$ cat config.mk
export PLATFORM = sky130hd
export DESIGN_NAME = pll_lock_monitor
export DESIGN_NICKNAME = d
export VERILOG_FILES = /design/src/rtl/pll_lock_monitor.sv
export SDC_FILE = /design/constraint.sdc
export NUM_CORES = 1
export LEC_CHECK = 0
export BUFFER_PORTS_ARGS = -buffer_cell sky130_fd_sc_hd__buf_2
export CAP_MARGIN = 30
export CORE_UTILIZATION = 61
export CTS_CLUSTER_SIZE = 40
export DETAILED_ROUTE_END_ITERATION = 10
export HOLD_SLACK_MARGIN = 0.15
export PLACE_DENSITY = 0.86
export SLEW_MARGIN = 15
export SYNTH_ARGS = -nofsm -noshare
export SYNTH_HDL_FRONTEND = slang
export SYNTH_SLANG_ARGS = --single-unit
$ cat constraint.sdc
create_clock -name clock -period 5 [get_ports clock]
set_clock_uncertainty 0.2 [all_clocks]
set_input_delay 0.25 -clock clock [delete_from_list [all_inputs] [get_ports clock]]
set_output_delay 0.25 -clock clock [all_outputs]
set_load 0.02 [all_outputs]
$ cat src/rtl/pll_lock_monitor.sv
// PLL lock monitor: synchronizes the PLL locked flag, qualifies it for a number of
// stable cycles, holds downstream reset for a while, then tracks lock losses.
module pll_lock_monitor #(
    parameter int SYNC_STAGES   = 2,
    parameter int STABLE_CYCLES = 1024,
    parameter int RESET_HOLD    = 16,
    parameter int CNT_W         = 8
) (
    input  logic             clock,
    input  logic             reset,
    input  logic             locked,
    input  logic             clear_status,
    output logic             rst_out,
    output logic             ready,
    output logic             lost_lock,
    output logic [CNT_W-1:0] lock_loss_count
);

    localparam int STABLE_W = (STABLE_CYCLES > 1) ? $clog2(STABLE_CYCLES) : 1;
    localparam int HOLD_W   = (RESET_HOLD > 1) ? $clog2(RESET_HOLD) : 1;
    localparam logic [STABLE_W-1:0] STABLE_LAST = STABLE_W'(STABLE_CYCLES - 1);
    localparam logic [HOLD_W-1:0]   HOLD_LAST   = HOLD_W'(RESET_HOLD - 1);

    typedef enum logic [1:0] {
        WAIT_LOCK,
        QUALIFY,
        HOLD,
        RUN
    } state_t;

    state_t               state, state_next;
    logic [STABLE_W-1:0]  stable_cnt, stable_next;
    logic [HOLD_W-1:0]    hold_cnt, hold_next;
    logic                 lost_next;
    logic [CNT_W-1:0]     count_next;
    logic [CNT_W-1:0]     count_base;
    logic                 loss_event;
    logic [SYNC_STAGES-1:0] sync_q;
    logic                 locked_s;

    // locked is asynchronous to clock; only the last stage is ever looked at
    always_ff @(posedge clock) begin
        if (reset)
            sync_q <= '0;
        else
            sync_q <= {sync_q[SYNC_STAGES-2:0], locked};
    end

    assign locked_s = sync_q[SYNC_STAGES-1];

    always_comb begin
        state_next  = state;
        stable_next = stable_cnt;
        hold_next   = hold_cnt;
        loss_event  = 1'b0;
        case (state)
            WAIT_LOCK: begin
                if (locked_s) begin
                    state_next  = QUALIFY;
                    stable_next = '0;
                end
            end
            QUALIFY: begin
                if (!locked_s) begin
                    state_next = WAIT_LOCK;
                end else if (stable_cnt == STABLE_LAST) begin
                    state_next = HOLD;
                    hold_next  = '0;
                end else begin
                    stable_next = stable_cnt + STABLE_W'(1);
                end
            end
            HOLD: begin
                if (!locked_s)
                    state_next = WAIT_LOCK;
                else if (hold_cnt == HOLD_LAST)
                    state_next = RUN;
                else
                    hold_next = hold_cnt + HOLD_W'(1);
            end
            RUN: begin
                if (!locked_s) begin
                    state_next = WAIT_LOCK;
                    loss_event = 1'b1;
                end
            end
            default: state_next = WAIT_LOCK;
        endcase

        // A loss on the same edge as a clear wins, counting from the cleared value
        count_base = clear_status ? '0 : lock_loss_count;
        lost_next  = clear_status ? 1'b0 : lost_lock;
        count_next = count_base;
        if (loss_event) begin
            lost_next = 1'b1;
            if (count_base != {CNT_W{1'b1}})
                count_next = count_base + CNT_W'(1);
        end
    end

    // Outputs are registered from the next state so they move with the state change
    always_ff @(posedge clock) begin
        if (reset) begin
            state           <= WAIT_LOCK;
            stable_cnt      <= '0;
            hold_cnt        <= '0;
            rst_out         <= 1'b1;
            ready           <= 1'b0;
            lost_lock       <= 1'b0;
            lock_loss_count <= '0;
        end else begin
            state           <= state_next;
            stable_cnt      <= stable_next;
            hold_cnt        <= hold_next;
            rst_out         <= (state_next != RUN);
            ready           <= (state_next == RUN);
            lost_lock       <= lost_next;
            lock_loss_count <= count_next;
        end
    end

endmodule
# After elaboration in Yosys (flattened, before gate mapping)

Cells that the tools add are included.

$add $sub $neg: 3
Multiply operators: 0
Div/mod/pow operators: 0
$lt $le $gt $ge: 0
Equality and inequality tests: 14
Shift operators: 0
Multiplexer cells: 23
Bitwise gates (word level): 0
Reductions and logical operators: 6

Operators with widths:

| kind                                           | count |
|---|---|
| 2-to-1 mux 10 bit                              | 3 |
| 2-to-1 mux 8 bit                               | 3 |
| one-hot mux 10 bit (2 select lines)            | 1 |
| 2-to-1 mux 4 bit                               | 4 |
| != test 2 bit (second input constant)          | 7 |
| 2-to-1 mux 2 bit                               | 6 |
| adder 10 x 1 -> 10 bit (second input constant) | 1 |
| == test 10 bit (second input constant)         | 1 |
| adder 8 x 1 -> 8 bit (second input constant)   | 1 |
| != test 8 bit (second input constant)          | 1 |
| one-hot mux 2 bit (4 select lines)             | 1 |
| one-hot mux 4 bit (2 select lines)             | 1 |
| == test 2 bit (second input constant)          | 3 |
| nonzero test 2 bit                             | 3 |
| AND reduction 5 bit                            | 1 |
| adder 4 x 1 -> 4 bit (second input constant)   | 1 |
| == test 4 bit (second input constant)          | 1 |
| 2-to-1 mux 1 bit                               | 4 |
| AND reduction 4 bit                            | 1 |
| == test 2 x 1 -> 1 bit (second input constant) | 1 |
| zero test 2 bit                                | 1 |

Bits in registers: 29
Latch bits: 0
Bits in writable memories: 0
Bits in read-only memories: 0
Bits of input ports: 4
Output and inout port bits: 11
Logic and storage cells: 54
Memories: 0

# Depth between registers and ports, before layout

Depth in word-level cells: 5
Depth in mapped cells: 7
Mapped depth without buffers: 7

# Least setup slack after synthesis

Ideal clock, no wire load.

Path kind: register -> register
Start: register lock_loss_count[1]
End: register lock_loss_count[2]
Setup time: 0.123 ns
Data arrival time: 1.721 ns
Required time: 4.677 ns
Setup slack: 2.955 ns
Stages on the path, launching flop included: 7
Buffers on the path: 0
Clock period less this slack: 2.045 ns
Cells stage by stage: dfxtp_1 > nor2b_1 > ha_1 > nand2_1 > o41ai_2 > nor2_1 > mux2_1

Cells in the longest elaborated chain, start to end: 4
Elaborated cells on any way between the ends: 5

Ends and longest elaborated chain:

| element                                               | RTL line | RTL |
|---|---|---|
| from (decl)                                           | 16       | `output logic [CNT_W-1:0] lock_loss_count` |
| from (signal assigned)                                | 118      | `lock_loss_count <= count_next;` |
| 2-to-1 mux 8 bit *                                    | 91       | `count_base = clear_status ? '0 : lock_loss_count;` |
| adder 8 x 1 -> 8 bit or != test 8 bit (tied branches) | 97, 96   |  |
| 2-to-1 mux 8 bit *                                    | 96       | `if (count_base != {CNT_W{1'b1}})` |
| 2-to-1 mux 8 bit *                                    | 94       | `if (loss_event) begin` |

Mark *: on every way between the ends. The rest lies on a longest branch, timed or not.
A chain may end at the register's enable or synchronous reset.

# Final worst setup path

Start: input clear_status
End: register lock_loss_count[2]

Cells in the longest elaborated chain, start to end: 4
Elaborated cells on any way between the ends: 5

Ends and longest elaborated chain:

| element                                               | RTL line | RTL |
|---|---|---|
| from (decl)                                           | 12       | `input logic clear_status,` |
| 2-to-1 mux 8 bit *                                    | 91       |  |
| adder 8 x 1 -> 8 bit or != test 8 bit (tied branches) | 97, 96   |  |
| 2-to-1 mux 8 bit                                      | 96       |  |
| 2-to-1 mux 8 bit *                                    | 94       |  |

Marked as above.

==> key figures <==
Die
  • Die Area: 2570 sq um
  • Die X: 50.7 um
  • Initial Utilization: 0.648
  • # rows: 17
  • I/O pins: 15
  • Die H: 50.7 um
  • Core footprint: 2230 sq um

Clocking
  • Reg clk slew, reported paths: 0.09 ns
  • # H-tree levels: 2
  • Number of clock sinks: 29
  • Clock Path Buffers: 2
  • Post-CTS Resized: 0
  • CTS Buf Count: 5
  • Root buffer cell: clkbuf_4
  • CTS tree: yes
  • Worst-skew pair later-pin latency: 0.32 ns

STA
  • Highest Clock Rate: 419 MHz
  • Period utilization: 0.477
  • Slew headroom: 0.584
  • Setup TNS: 0 ns
  • Worst Hold Margin: 0.260 ns
  • Unrepaired setup endpoints after global routing: no
  • Worst-Margin Slew: 0.622 ns
  • Minimum clock period: 2.39 ns
  • Max-slew violation count: 0
  • Final setup violation count: 0
  • Final Hold Vio Count: 0

Setup path
  • CP top delay family: buffers and inverters
  • Worst EP required: 5.02 ns
  • Worst-path cell chain: dlygate4sd3_1 -> buf_2 -> nand2b_1 -> inv_1 -> ha_1 -> nand2_1 -> o41ai_2 -> nor2_1 -> mux2_1
  • CP Class: in2reg
  • Worst path bufs/invs: 3
  • Critical Path Start Type: input port
  • Worst EP arrival: 2.40 ns
  • Crit-path slowest cell: dlygate4sd3_1
  • Reg2reg end: lock_loss_count[2]$_SDFF_PP0_
  • Reg2Reg Depth: 6
  • RR Startpoint: lock_loss_count[1]$_SDFF_PP0_
  • Worst reg2reg setup slack: 2.94 ns
  • Critical path fanouts, max: 12
  • Slowest stage delay, CP: 0.53 ns
  • CP Capture Type: flip-flop

Run
  • Max_cap viols: 0

Logic synthesis
  • Leading post-synthesis cells by cell area: dfxtp_1 (40%), nand2_1 (3.9%), a21oi_1 (3.1%), nor2b_1 (3.0%), a211oi_1 (2.6%)
  • Post-synth net total: 172
  • Synth Area per Inst: 8.77 sq um
  • Synth async-reset ratio: 0
  • Library cells used by synthesis: 41
  • Ys flop type: dfxtp_1
  • Post-synth top area share: 0.401
  • Post-synth EDFFs: 0
  • Post-Syn Instances: 165
  • Synthesized flop and latch total: 29
  • Yosys top cell by area: dfxtp_1
  • Post-synthesis instance area: 1450 sq um
  • Synthesis warning total: 0
  • Post-synthesis sequential area ratio: 0.401

Routing
  • DRC viols: 0
  • Via count: 1283
  • WL final: 3010 um
  • Router iterations before antenna repair: 4
  • DRT iter0 DRCs: 59
  • Detail Route Antenna Nets: 0
  • Wire per inst: 14.2 um
  • Drt via density: 6.05

Placement
  • Final GP Congestion: 0.823
  • Final HPWL DP: 2060 um
  • Port Buf Inserts: 14

GRT
  • Largest net degree at the start of global routing: 22
  • Initial antenna violation count: 0
  • Total gr overflow: 0
  • Number of global-route vias before repair: 1188
  • Global Route Usage Sum: 0.267
  • First-pass GRT wire length: 5020 um

Finish
  • Highest-count cells in the layout ignoring fill and taps: dfxtp_1 (29), nand2_1 (15), buf_2 (14)
  • Nets: 190
  • Most common cell after layout, fill and taps aside: dfxtp_1
  • N_diodes: 0
  • Share of layout cells above drive strength 1: 0.130
  • FILL cells: 171
  • Layout area overhead: 10.6%

Worst hold path
  • Hold endpoint: sync_q[1]$_SDFF_PP0_
  • HP Start: sync_q[0]$_SDFF_PP0_
  • Min-delay worst type: reg2reg
  • Hold depth: 1

Outcome
  • Status: finished, final reports clean

Power and ir drop
  • Power density cells: 238 nW/um^2
  • Leakage: 0.580 nW
  • Peak supply drop: 0.000253 V
  • Power, Total: 0.381 mW
==> where the power goes <==
group	switching [mW]	leakage [nW]	total [mW]	internal (mW)
clock	0.0800	0.0320	0.133	0.0534
combinational	0.00713	0.314	0.0128	0.00563
sequential	0.00239	0.234	0.235	0.232
==> synth_stat cells (all sizes together), types with 5 or more instances <==
cell / number
dfxtp: 29
nand2: 15
a21oi: 9
nor2: 9
inv: 8
nor2b: 7
nand3: 6
a211oi: 5
nand2b: 5
o21ai: 5
o31ai: 5
or4: 5
==> cell type report <==
cell class	instances	area [sq um]	area share
sequential	29	581	0.363
inverter	8	30.0	0.0188
multi-input combinational	121	793	0.496
clock buffer	6	41.3	0.0258
clock inverter	2	10.0	0.00625
tap	28	35.0	0.0219
timing repair buffer	18	110	0.0688
==> worst max-delay path by stage <==
stage	from	end	cells after the start
final	clear_status	lock_loss_count[2]$_SDFF_PP0_	9
after global routing	clear_status	lock_loss_count[2]$_SDFF_PP0_	9
after CTS	clear_status	lock_loss_count[2]$_SDFF_PP0_	9
after detailed placement	clear_status	lock_loss_count[2]$_SDFF_PP0_	8
after global placement	clear_status	lock_loss_count[2]$_SDFF_PP0_	8
after floorplan	lock_loss_count[1]$_SDFF_PP0_	lock_loss_count[2]$_SDFF_PP0_	6
==> state kept, by name, summed over array words and instances, names as in the netlist <==
name / flops
ready: 1
state: 2
sync_q: 2
stable_cnt: 10
lock_loss_count: 8
lost_lock: 1
rst_out: 1
hold_cnt: 4
==> metal layers <==
layer / track usage / wire [um]
met1: 0.313 / 1360
met2: 0.449 / 1420
met3: 0.0788 / 161
met4: 0.116 / 58
met5: 0 / 0
==> repair_timing <==
item	in CTS	in global routing
hold buffers	4	0
buffers inserted	0	0
hold endpoints to repair	11	0
==> kinds of logic after synthesis <==
family                     after synthesis  synth area share
adders and majority gates                3            0.0260
buffers and inverters                   15            0.0502
muxes                                    4            0.0285
AOI/OAI and AO/OA                       41             0.198
DFF                                     29             0.401
and+or+nand+nor                         70             0.278
xor gates and xnor gates                 3            0.0182
==> per-stage QoR <==
stage,area [sq um],util,std cells,setup WS (ns)
6_report,1600,0.717,212,2.61
5_1_grt,1600,0.717,212,2.48
4_1_cts,1600,0.717,212,2.62
3_5_place_dp,1510,0.676,200,2.82
3_3_place_gp,1510,0.676,200,2.93
2_1_floorplan,1450,-,165,2.96
Power figures use the tool's default switching activity.
